### src/rtl/csr_trap_sequencer_pkg.sv
// Shared constants for the CSR trap sequencer: CSR addresses, cause codes,
// SYSTEM instruction encodings and the sequencer state encoding.
package csr_trap_sequencer_pkg;

    localparam logic [11:0] CSR_MSTATUS = 12'h300;
    localparam logic [11:0] CSR_MTVEC   = 12'h305;
    localparam logic [11:0] CSR_MEPC    = 12'h341;
    localparam logic [11:0] CSR_MCAUSE  = 12'h342;

    localparam logic [31:0] CAUSE_BREAKPOINT = 32'd3;
    localparam logic [31:0] CAUSE_ECALL_M    = 32'd11;

    localparam logic [31:0] INST_ECALL  = 32'h0000_0073;
    localparam logic [31:0] INST_EBREAK = 32'h0010_0073;
    localparam logic [31:0] INST_MRET   = 32'h3020_0073;

    localparam int MSTATUS_MIE  = 3;
    localparam int MSTATUS_MPIE = 7;

    typedef enum logic [2:0] {
        S_IDLE    = 3'd0,
        S_MEPC    = 3'd1,
        S_MSTATUS = 3'd2,
        S_MCAUSE  = 3'd3,
        S_JUMP    = 3'd4,
        S_MRET    = 3'd5,
        S_RET     = 3'd6
    } trap_state_e;

endpackage

### src/rtl/csr_trap_sequencer_wport.sv
// Combinational select of the single CSR-file write port between the EXE
// path and the trap sequencer path; an idle port drives zero address/data.
module csr_trap_sequencer_wport #(
    parameter int DW = 32,
    parameter int AW = 12
) (
    input  logic          exe_sel,
    input  logic          exe_we,
    input  logic [AW-1:0] exe_waddr,
    input  logic [DW-1:0] exe_wdata,
    input  logic          fsm_we,
    input  logic [AW-1:0] fsm_waddr,
    input  logic [DW-1:0] fsm_wdata,
    output logic          csr_we,
    output logic [AW-1:0] csr_waddr,
    output logic [DW-1:0] csr_wdata
);

    always_comb begin
        csr_we    = 1'b0;
        csr_waddr = '0;
        csr_wdata = '0;
        if (fsm_we) begin
            csr_we    = 1'b1;
            csr_waddr = fsm_waddr;
            csr_wdata = fsm_wdata;
        end else if (exe_sel && exe_we) begin
            csr_we    = 1'b1;
            csr_waddr = exe_waddr;
            csr_wdata = exe_wdata;
        end
    end

endmodule

### src/rtl/csr_trap_sequencer.sv
// CSR write-port owner: passes EXE CSR writes through, or runs the trap / mret
// sequence with pipeline hold and PC redirect. Optional: CSR_TRAP_VECTORED_EN.
//
// state     | meaning
// S_IDLE    | EXE writes pass through; trap/mret decision registered here
// S_MEPC    | write mepc <= trapping pc
// S_MSTATUS | write mstatus with MPIE<=MIE, MIE<=0
// S_MCAUSE  | write mcause <= cause
// S_JUMP    | redirect PC to trap vector
// S_MRET    | write mstatus with MIE<=MPIE, MPIE<=1
// S_RET     | redirect PC to mepc
module csr_trap_sequencer
    import csr_trap_sequencer_pkg::*;
#(
    parameter int            DW        = 32,
    parameter int            AW        = 12,
    parameter logic [DW-1:0] IRQ_CAUSE = DW'(32'h8000_000B)
) (
    input  logic          clk_in,
    input  logic          rst_n_in,
    input  logic [DW-1:0] inst_in,
    input  logic [DW-1:0] pc_in,
    input  logic          exe_csr_we_in,
    input  logic [AW-1:0] exe_csr_waddr_in,
    input  logic [DW-1:0] exe_csr_wdata_in,
    input  logic          irq_in,
    input  logic [DW-1:0] mstatus_in,
    input  logic [DW-1:0] mtvec_in,
    input  logic [DW-1:0] mepc_in,
    output logic          csr_we_out,
    output logic [AW-1:0] csr_waddr_out,
    output logic [DW-1:0] csr_wdata_out,
    output logic          hold_out,
    output logic          jump_out,
    output logic [DW-1:0] jump_addr_out
);

    trap_state_e   state_q, state_d;
    logic [DW-1:0] pc_q, pc_d;
    logic [DW-1:0] cause_q, cause_d;

    logic          fsm_we;
    logic [AW-1:0] fsm_waddr;
    logic [DW-1:0] fsm_wdata;
    logic          exe_sel;
    logic          exe_we_gated;
    logic          irq_take;
    logic          is_ecall, is_ebreak, is_mret;
    logic [DW-1:0] trap_base, trap_target;

    assign irq_take  = irq_in && mstatus_in[MSTATUS_MIE];
    assign is_ecall  = (inst_in == DW'(INST_ECALL));
    assign is_ebreak = (inst_in == DW'(INST_EBREAK));
    assign is_mret   = (inst_in == DW'(INST_MRET));

    // Keeps the write port quiet while reset is held, even if EXE is requesting.
    assign exe_we_gated = exe_csr_we_in && rst_n_in;

    assign trap_base = {mtvec_in[DW-1:2], 2'b00};

`ifdef CSR_TRAP_VECTORED_EN
    // Vectored mode only applies to interrupts; exceptions land on the base.
    assign trap_target = (mtvec_in[1:0] == 2'b01 && cause_q[DW-1])
                       ? trap_base + {cause_q[DW-3:0], 2'b00}
                       : trap_base;
`else
    logic unused_mtvec_mode;
    assign unused_mtvec_mode = ^mtvec_in[1:0];
    assign trap_target       = trap_base;
`endif

    always_ff @(posedge clk_in or negedge rst_n_in) begin
        if (!rst_n_in) begin
            state_q <= S_IDLE;
            pc_q    <= '0;
            cause_q <= '0;
        end else begin
            state_q <= state_d;
            pc_q    <= pc_d;
            cause_q <= cause_d;
        end
    end

    always_comb begin
        state_d       = state_q;
        pc_d          = pc_q;
        cause_d       = cause_q;
        fsm_we        = 1'b0;
        fsm_waddr     = '0;
        fsm_wdata     = '0;
        exe_sel       = 1'b0;
        jump_out      = 1'b0;
        jump_addr_out = '0;
        case (state_q)
            S_IDLE: begin
                if (irq_take) begin
                    pc_d    = pc_in;
                    cause_d = IRQ_CAUSE;
                    state_d = S_MEPC;
                end else if (is_ecall) begin
                    pc_d    = pc_in;
                    cause_d = DW'(CAUSE_ECALL_M);
                    state_d = S_MEPC;
                end else if (is_ebreak) begin
                    pc_d    = pc_in;
                    cause_d = DW'(CAUSE_BREAKPOINT);
                    state_d = S_MEPC;
                end else if (is_mret) begin
                    state_d = S_MRET;
                end else begin
                    exe_sel = 1'b1;
                end
            end
            S_MEPC: begin
                fsm_we    = 1'b1;
                fsm_waddr = AW'(CSR_MEPC);
                fsm_wdata = pc_q;
                state_d   = S_MSTATUS;
            end
            S_MSTATUS: begin
                fsm_we                  = 1'b1;
                fsm_waddr               = AW'(CSR_MSTATUS);
                fsm_wdata               = mstatus_in;
                fsm_wdata[MSTATUS_MPIE] = mstatus_in[MSTATUS_MIE];
                fsm_wdata[MSTATUS_MIE]  = 1'b0;
                state_d                 = S_MCAUSE;
            end
            S_MCAUSE: begin
                fsm_we    = 1'b1;
                fsm_waddr = AW'(CSR_MCAUSE);
                fsm_wdata = cause_q;
                state_d   = S_JUMP;
            end
            S_JUMP: begin
                jump_out      = 1'b1;
                jump_addr_out = trap_target;
                state_d       = S_IDLE;
            end
            S_MRET: begin
                fsm_we                  = 1'b1;
                fsm_waddr               = AW'(CSR_MSTATUS);
                fsm_wdata               = mstatus_in;
                fsm_wdata[MSTATUS_MIE]  = mstatus_in[MSTATUS_MPIE];
                fsm_wdata[MSTATUS_MPIE] = 1'b1;
                state_d                 = S_RET;
            end
            S_RET: begin
                jump_out      = 1'b1;
                jump_addr_out = mepc_in;
                state_d       = S_IDLE;
            end
            default: state_d = S_IDLE;
        endcase
    end

    assign hold_out = (state_q != S_IDLE);

    csr_trap_sequencer_wport #(
        .DW(DW),
        .AW(AW)
    ) u_wport (
        .exe_sel   (exe_sel),
        .exe_we    (exe_we_gated),
        .exe_waddr (exe_csr_waddr_in),
        .exe_wdata (exe_csr_wdata_in),
        .fsm_we    (fsm_we),
        .fsm_waddr (fsm_waddr),
        .fsm_wdata (fsm_wdata),
        .csr_we    (csr_we_out),
        .csr_waddr (csr_waddr_out),
        .csr_wdata (csr_wdata_out)
    );

endmodule

### config.mk
export PLATFORM = sky130hd
export DESIGN_NAME = csr_trap_sequencer
export DESIGN_NICKNAME = d
export VERILOG_FILES = /design/src/rtl/csr_trap_sequencer_pkg.sv /design/src/rtl/csr_trap_sequencer_wport.sv /design/src/rtl/csr_trap_sequencer.sv
export SDC_FILE = /design/constraint.sdc
export NUM_CORES = 1
export LEC_CHECK = 0
export CAP_MARGIN = 20
export CORE_AREA = 3 3 110 112
export DETAILED_ROUTE_END_ITERATION = 8
export DIE_AREA = 0 0 113 115
export GPL_ROUTABILITY_DRIVEN = 0
export HOLD_SLACK_MARGIN = 0.1
export PLACE_DENSITY = 0.71
export SLEW_MARGIN = 20
export SYNTH_ARGS = -nofsm -noshare
export SYNTH_HDL_FRONTEND = slang
export SYNTH_SLANG_ARGS = --single-unit
### constraint.sdc
create_clock -name clk_in -period 5.8 [get_ports clk_in]
set_input_delay 1.16 -clock clk_in [delete_from_list [all_inputs] [get_ports clk_in]]
set_output_delay 1.16 -clock clk_in [all_outputs]
set_load 0.005 [all_outputs]
# ---- After elaboration in Yosys (flattened, before gate mapping)
# Index checks and enable logic that the tools add are counted.
dict set report word_totals {
  ff_bits 67
  input_bits 208
  output_inout_bits 79
  wordCells 50
}
dict set report classes {
  n_eq_ne 10
  muxes 27
  n_reduce_logical 10
}
# op count
set ops {}
lappend ops {{32-bit 2-to-1 mux} 8}
lappend ops {{32-bit case mux with 4 select lines} 1}
lappend ops {{32-bit case mux with 2 select lines} 1}
lappend ops {{32-bit by 21-bit == test with 1-bit output, second input constant} 1}
lappend ops {{32-bit by 30-bit == test with 1-bit output, second input constant} 1}
lappend ops {{32-bit by 7-bit == test with 1-bit output, second input constant} 1}
lappend ops {{10-bit case mux with 3 select lines} 1}
lappend ops {{12-bit 2-to-1 mux} 2}
lappend ops {{3-bit case mux with 5 select lines} 1}
lappend ops {{3-bit 2-to-1 mux} 4}
lappend ops {{3-bit == test, second input constant} 3}
lappend ops {{1-bit 2-to-1 mux} 9}
lappend ops {{3-bit by 2-bit == test with 1-bit output, second input constant} 2}
lappend ops {{3-bit nonzero test} 2}
lappend ops {{5-bit != test, second input constant} 1}
lappend ops {{2-bit OR reduction} 2}
lappend ops {{4-bit OR reduction} 1}
lappend ops {{3-bit by 1-bit == test with 1-bit output, second input constant} 1}
lappend ops {{1-bit logical AND} 3}
lappend ops {{3-bit logical NOT} 1}
lappend ops {{2-bit AND reduction} 1}

# ---- Logic depth before layout (Yosys ltp)
# Gate-level depths: netlist (run 1).
dict set report logic_depth {
  ltp_word 9
  ltp_mapped 9
  depth_no_buf 6
}

# ---- Cells and area by module
# A second synthesis (run 1) with hierarchy kept.
dict set report hier_totals {
  hier_cells 481
  hier_area_um2 3727.3
}
# mod instances cells_each area_each_um2
set modules_own_cells {}
lappend modules_own_cells {csr_trap_sequencer 1 328 2887.8}
lappend modules_own_cells {csr_trap_sequencer_wport 1 153 839.6}

# ---- Worst setup path before layout (run 1)
# Ideal clock, no wire load.
dict set report synth_timing {
  path_kind {input port to output port}
  startpoint {input inst_in[10]}
  endpoint {output csr_wdata_out[3]}
  arrival_time_ns 2.577
  required_ns 4.640
  path_slack_ns 2.063
  cell_stages 7
  path_buffers 2
  cell_sequence {nor4_1 > nand4_1 > o31a_1 > and3_4 > buf_6 > buf_6 > a22o_1}
}
dict set report synth_via {
  elab_chain_len 9
  elab_cells_between_ends 11
  cone_classes {eq/ne (3); mux (7); reduce/logical (1)}
}
# element line
set synth_lines {}
lappend synth_lines {{start: declaration} csr_trap_sequencer.sv:21} ;# input logic [DW-1:0] inst_in,
lappend synth_lines {{32-bit by 30-bit == test with 1-bit output} csr_trap_sequencer.sv:54} ;# assign is_mret = (inst_in == DW'(INST_MRET));
lappend synth_lines {{1-bit 2-to-1 mux} csr_trap_sequencer.sv:108} ;# end else if (is_mret) begin
lappend synth_lines {{1-bit 2-to-1 mux} csr_trap_sequencer.sv:104} ;# end else if (is_ebreak) begin
lappend synth_lines {{1-bit 2-to-1 mux (*)} csr_trap_sequencer.sv:100} ;# end else if (is_ecall) begin
lappend synth_lines {{1-bit 2-to-1 mux (*)} csr_trap_sequencer.sv:96} ;# if (irq_take) begin
lappend synth_lines {{1-bit 2-to-1 mux (*)} csr_trap_sequencer.sv:94} ;# case (state_q)
lappend synth_lines {{1-bit logical AND (*)} csr_trap_sequencer_wport.sv:27} ;# end else if (exe_sel && exe_we) begin
lappend synth_lines {{32-bit 2-to-1 mux (*)} csr_trap_sequencer_wport.sv:27}
lappend synth_lines {{32-bit 2-to-1 mux (*)} csr_trap_sequencer_wport.sv:23} ;# if (fsm_we) begin
lappend synth_lines {{end: declaration} csr_trap_sequencer.sv:32} ;# output logic [DW-1:0] csr_wdata_out,
# Mark *: on every way between the ends. The rest lies on a longest branch, timed or not.

# ---- Worst setup path in the final report (run 1)
dict set report layout_timing {
  startpoint {input inst_in[5]}
  endpoint {output csr_wdata_out[1]}
}
# The elaborated chain is that of the path after synthesis.

==> results.py, run 1 <==
metrics = {
    "cells_and_area": {
        "diodes": 0,
        "syn2layout_area_growth_pct": 111.1,
        "drive_above_1_share": 0.09609,
        "final_net_count": 769,
        "fill_cells": 1063,
    },
    "pwr": {
        "ir_worst_vdd_mv": 0.2184,
        "pwr-share-comb": 0.634,
        "switching_share": 0.3308,
        "finalPower_uw": 2117,
        "cellPowerDensity_nw_per_um2": 356.5,
        "p_leak_uw": 0.002575,
        "p_sw_uw": 700.4,
        "power.internal_uw": 1417,
        "clockPowerShare": 0.128,
        "p_seq_frac": 0.238,
    },
    "critical_path": {
        "rr_startpoint": "state_q[2]",
        "crit_required_ps": 4640,
        "r2r_cells": 4,
        "setup.worst_path.end_class": "output port",
        "critical_path_peak_fanout": 44,
        "r2r_slack_ps": 3980,
        "critPathCapture": "csr_wdata_out[1]",
        "arrival_ps": 3730,
        "critPathKind": "in -> out",
        "rr_endpoint": "pc_q[0]",
        "critPathLaunchType": "primary input",
        "startpoint": "inst_in[5]",
    },
    "route": {
        "routed_wl_mm": 12.43,
        "drt-initial-drc-count": 151,
        "drcViolationCount": 0,
        "ant_nets": 0,
        "routed_via_density": 4.784,
        "wl_per_cell_um": 17.63,
        "firstDrtPassIters": 4,
        "vias": 3373,
    },
    "floorplanning": {
        "dieHeight_um": 115,
        "fp.dieArea_sq_um": 13000,
        "rows": 39,
        "num_io_pins": 287,
        "start_util": 0.2486,
        "die_x_um": 113,
        "core_sq_um": 11320,
    },
    "sta": {
        "hold_violations": 0,
        "period_minus_slack_ps": 4891,
        "finalSetupViolCount": 0,
        "finalSetupTns_ps": 0,
        "slew_headroom": 0.5142,
        "finalCritPeriodShare": 0.8433,
        "tightestPinTransition_ps": 726.0,
        "grt_setup_unrepaired": "false",
        "fmax_mhz": 204.4,
        "drv_slew": 0,
        "fin_skew_ps": 2.894,
    },
    "run_status": {
        "outcome": "complete, no violations",
    },
    "logic_synthesis": {
        "synthFlopType": "dfrtp_1",
        "ys_ff_latch": 38,
        "synth_edf_count": 0,
        "yosysSeqAreaShare": 0.3379,
        "synthCells": 288,
        "yosys_warnings": 0,
        "yosysUniqueCellTypes": 36,
        "async_flop_share": 1.000,
        "synth.avg_cell_area_sq_um": 9.771,
        "synth_nets": 496,
        "syn_area_sq_um": 2814,
    },
    "flow_run": {
        "timing.max_cap.violations": 0,
    },
    "min_path": {
        "hold_path_class": "reg -> reg",
        "hp-start": "cause_q[1]",
    },
    "grt": {
        "grt_max_degree": 45,
        "grtUsageTotal": 0.1816,
        "grt-ovfl-total": 0,
        "grt_pass1_vias": 3694,
        "grt_pass1_wl_mm": 18.87,
        "antenna_found_initial": 0,
    },
    "clock_tree": {
        "insertion_delay_ps": 270,
        "cts_tree": "done",
        "ctsResizeCount": 0,
        "numCtsBuffers": 5,
        "cts_buffer_depth": 2,
        "cts.sinks": 38,
        "cts-htree-levels": 2,
        "clk_pin_slew_ps": 60,
        "post-cts-setup-buffers": 0,
        "root_buffer": "clkbuf_16",
        "hold_buffers": 0,
    },
    "place": {
        "dp_hpwl_mm": 10.22,
        "portBuffers": 284,
    },
}
## power groups by stage
stage / registers [uW] / clock network, uW / logic (uW)
after floorplan: 442 / 0 / 719
after global placement: 500 / 0 / 1320
after detailed placement: 507 / 0 / 1340
after CTS: 503 / 282 / 1350
after global routing: 524 / 294 / 1460
final: 503 / 271 / 1340
## cell usage in the layout (no fill, tap or decap), types with 3 or more instances in the layout
master / n
clkdlybuf4s50_1: 283
nor2_1: 39
dfrtp_1: 37
mux2_2: 33
a21o_1: 31
mux2i_1: 31
a22o_1: 30
and2_1: 8
inv_1: 7
nor4_1: 5
nand2_1: 5
o21ai_0: 5
clkbuf_16: 5
a22oi_1: 4
and4b_1: 3
nand2b_1: 3
a221o_1: 3
buf_4: 3
## cell families (layout without fill, tap and decap cells)
logic type / after synthesis / in the layout / share of synthesized area
simple gates: 78 / 78 / 0.1450
xor+xnor: 1 / 1 / 0.003113
buf+inv: 29 / 303 / 0.05069
flops: 38 / 38 / 0.3379
mux: 64 / 64 / 0.2423
compound gates: 78 / 78 / 0.2210
## flip-flops by register name, indices dropped and copies added (netlist names)
| name | count |
|---|---|
| pc_q | 32 |
| cause_q | 3 |
| state_q | 3 |
## worst max-delay path: stages
cell             delay (ps)
clkdlybuf4s50_1         440
nor4bb_1                300
nand4_1                 210
o31a_1                  380
and3_4                  330
a221o_1                 410
clkdlybuf4s50_1         460
## per-layer routing
layer / track usage / vias to the layer above / wire length, um
li1: - / 1605 / -
met2: 0.3594 / 176 / 6711
met3: 0.06053 / 10 / 1157
met1: 0.1846 / 1582 / 4409
met5: 0 / - / 0
met4: 0.03686 / 0 / 150
## cell usage after synthesis (4+ instances only)
master / n / area share
o21ai_0: 5 / 0.0089
nand2_1: 5 / 0.0067
a22o_1: 30 / 0.093
a22oi_1: 4 / 0.011
and2_1: 8 / 0.018
nor4_1: 5 / 0.011
mux2_2: 33 / 0.13
a21o_1: 31 / 0.083
clkbuf_1: 8 / 0.011
dfrtp_1: 38 / 0.34
inv_1: 7 / 0.0093
nor2_1: 40 / 0.053
buf_2: 6 / 0.011
mux2i_1: 31 / 0.11
## worst min path at each step
stage                       to  slack, ps  cells past startpoint
detailed placement  cause_q[1]        470                      1
global route        cause_q[1]        510                      1
finish              cause_q[1]        480                      1
global placement    cause_q[1]        460                      1
floorplan           cause_q[1]        440                      1
CTS                 cause_q[1]        490                      1
## cell type report
| type | instances | area (sq um) | share of cell area |
|---|---|---|---|
| Timing Repair Buffer | 288 | 2888 | 0.4862 |
| Clock buffer | 7 | 142.6 | 0.02402 |
| Multi-Input combinational cell | 221 | 1747 | 0.2941 |
| Clock inverter | 1 | 5.005 | 0.0008426 |
| Inverter | 7 | 26.28 | 0.004424 |
| Tap cell | 143 | 178.9 | 0.03012 |
| Sequential cell | 38 | 952.2 | 0.1603 |
## metrics by stage
| step | cells | hold slack [ps] | instance area (sq um) | util | setup slack, ps |
|---|---|---|---|---|---|
| 2_1_floorplan | 288 | 435.0 | 2814 | - | 2063 |
| 3_3_place_gp | 696 | 455.2 | 5752 | 0.5081 | 943.7 |
| 3_5_place_dp | 696 | 465.5 | 5752 | 0.5081 | 869.3 |
| 4_1_cts | 704 | 485.7 | 5899 | 0.5211 | 875.1 |
| 5_1_grt | 705 | 509.5 | 5939 | 0.5246 | 708.5 |
| 6_report | 705 | 479.6 | 5939 | 0.5246 | 908.8 |
Power figures use the tool's default switching activity.
==> inputs of run 2 (changes only) <==
clock period = 4.83 ns   (was 5.8 ns; I/O delays follow)
==> results.py, run 2 (synthesized netlist as in run 1, its figures left out) <==
metrics = {
    "pwr": {
        "pwr-share-comb": 0.637,
        "p_seq_frac": 0.220,
        "clockPowerShare": 0.144,
        "switching_share": 0.3211,
        "power.internal_uw": 1758,
        "p_leak_uw": 0.002589,
        "cellPowerDensity_nw_per_um2": 433.8,
        "finalPower_uw": 2589,
        "p_sw_uw": 831.5,
        "ir_worst_vdd_mv": 0.2330,
    },
    "sta": {
        "grt_setup_unrepaired": "false",
        "drv_slew": 0,
        "slew_headroom": 0.3893,
        "finalSetupViolCount": 0,
        "tightestPinTransition_ps": 916.0,
        "fmax_mhz": 223.0,
        "finalCritPeriodShare": 0.9285,
        "period_minus_slack_ps": 4485,
        "fin_skew_ps": 1.659,
        "hold_violations": 0,
        "finalSetupTns_ps": 0,
    },
    "min_path": {
        "hold_path_depth": 1,
        "hold_end": "cause_q[1]",
        "hold_path_class": "reg -> reg",
        "hp-start": "cause_q[1]",
    },
    "cells_and_area": {
        "drive_above_1_share": 0.09786,
        "diodes": 0,
        "largestRegisters": "pc_q (32), cause_q (3), state_q (3)",
        "final_common_cell": "clkdlybuf4s50_1",
        "largest_register_ff_count": 32,
        "syn2layout_area_growth_pct": 112.1,
        "regMostFlops": "pc_q",
        "layout_common_cells": "clkdlybuf4s50_1, nor2_1, dfrtp_1",
        "final_net_count": 770,
    },
    "clock_tree": {
        "cts.sinks": 38,
        "ctsResizeCount": 0,
        "clk_pin_slew_ps": 50,
        "insertion_delay_ps": 270,
        "root_buffer": "clkbuf_16",
        "numCtsBuffers": 5,
        "cts_tree": "done",
        "post-cts-setup-buffers": 0,
        "cts_buffer_depth": 2,
        "cts-htree-levels": 2,
        "hold_buffers": 0,
    },
    "grt": {
        "grt_pass1_vias": 3525,
        "grt_max_degree": 45,
        "grtUsageTotal": 0.1793,
        "antenna_found_initial": 0,
        "grt-ovfl-total": 0,
        "grt_pass1_wl_mm": 18.52,
    },
    "critical_path": {
        "arrival_ps": 3520,
        "startpoint": "inst_in[5]",
        "setup.worst_path.end_class": "output port",
        "rr_endpoint": "pc_q[1]",
        "r2r_cells": 4,
        "critPathKind": "in -> out",
        "crit_required_ps": 3860,
        "rr_startpoint": "state_q[2]",
        "critical_path_peak_fanout": 44,
        "r2r_slack_ps": 3060,
        "critPathLaunchType": "primary input",
    },
    "route": {
        "ant_nets": 0,
        "drcViolationCount": 0,
        "drt-initial-drc-count": 98,
        "routed_wl_mm": 12.32,
        "vias": 3295,
        "firstDrtPassIters": 4,
        "routed_via_density": 4.674,
        "wl_per_cell_um": 17.47,
    },
    "floorplanning": {
        "core_sq_um": 11320,
        "rows": 39,
        "start_util": 0.2486,
        "dieHeight_um": 115,
        "num_io_pins": 287,
        "die_x_um": 113,
        "fp.dieArea_sq_um": 13000,
    },
    "flow_run": {
        "timing.max_cap.violations": 0,
    },
    "place": {
        "portBuffers": 284,
        "dp_hpwl_mm": 10.11,
    },
    "run_status": {
        "outcome": "complete, no violations",
    },
}
[run 2: worst max path at each step]
stage / slack (ps) / cells after the start / to
finish: 350 / 7 / csr_wdata_out[0]
global route: 190 / 7 / csr_wdata_out[0]
CTS: 290 / 7 / csr_wdata_out[1]
detailed placement: 300 / 7 / csr_wdata_out[0]
global placement: 330 / 7 / csr_wdata_out[1]
floorplan: 1480 / 7 / csr_wdata_out[3]
[run 2: critical path, cell delays in order]
cell and delay, ps:
clkdlybuf4s50_1 460, nor4bb_1 280, nand4_1 210, o31a_1 380, and3_4 330, a221o_1 410
clkdlybuf4s50_1 470
[run 2: power by group through the flow]
stage          Clock, uW  Combinational, uW  Sequential, uW
6_report             372               1650             569
3_3_place_gp           0               1630             569
3_5_place_dp           0               1650             576
2_1_floorplan          0                863             531
5_1_grt              398               1790             591
4_1_cts              384               1660             570
[run 2: metal layers]
metal,up-vias,routed length (um),global-route usage
met3,5,1207,0.05895
met1,1514,4328,0.1831
met5,-,0,0
li1,1609,-,-
met4,0,62,0.02644
met2,167,6719,0.3594
[run 2: stage by stage]
stage               cell area (sq um)  std cells  utilization  worst slack (ps)  hold slack (ps)
finish                           5968        705       0.5272             345.1            473.7
detailed placement               5759        697       0.5087             304.5            454.4
global placement                 5759        697       0.5087             334.9            455.4
global route                     5968        705       0.5272             188.6            505.0
CTS                              5928        704       0.5237             294.9            474.4
floorplan                        2814        288            -              1481            435.0
[run 2: cell type report]
cell class / count / area, sq um
Fill cell: 1052 / 5353
Timing Repair Buffer: 289 / 2895
Multi-Input combinational cell: 221 / 1747
Sequential cell: 38 / 952.2
Inverter: 7 / 26.28
Clock buffer: 6 / 138.9
Clock inverter: 1 / 30.03
Tap cell: 143 / 178.9
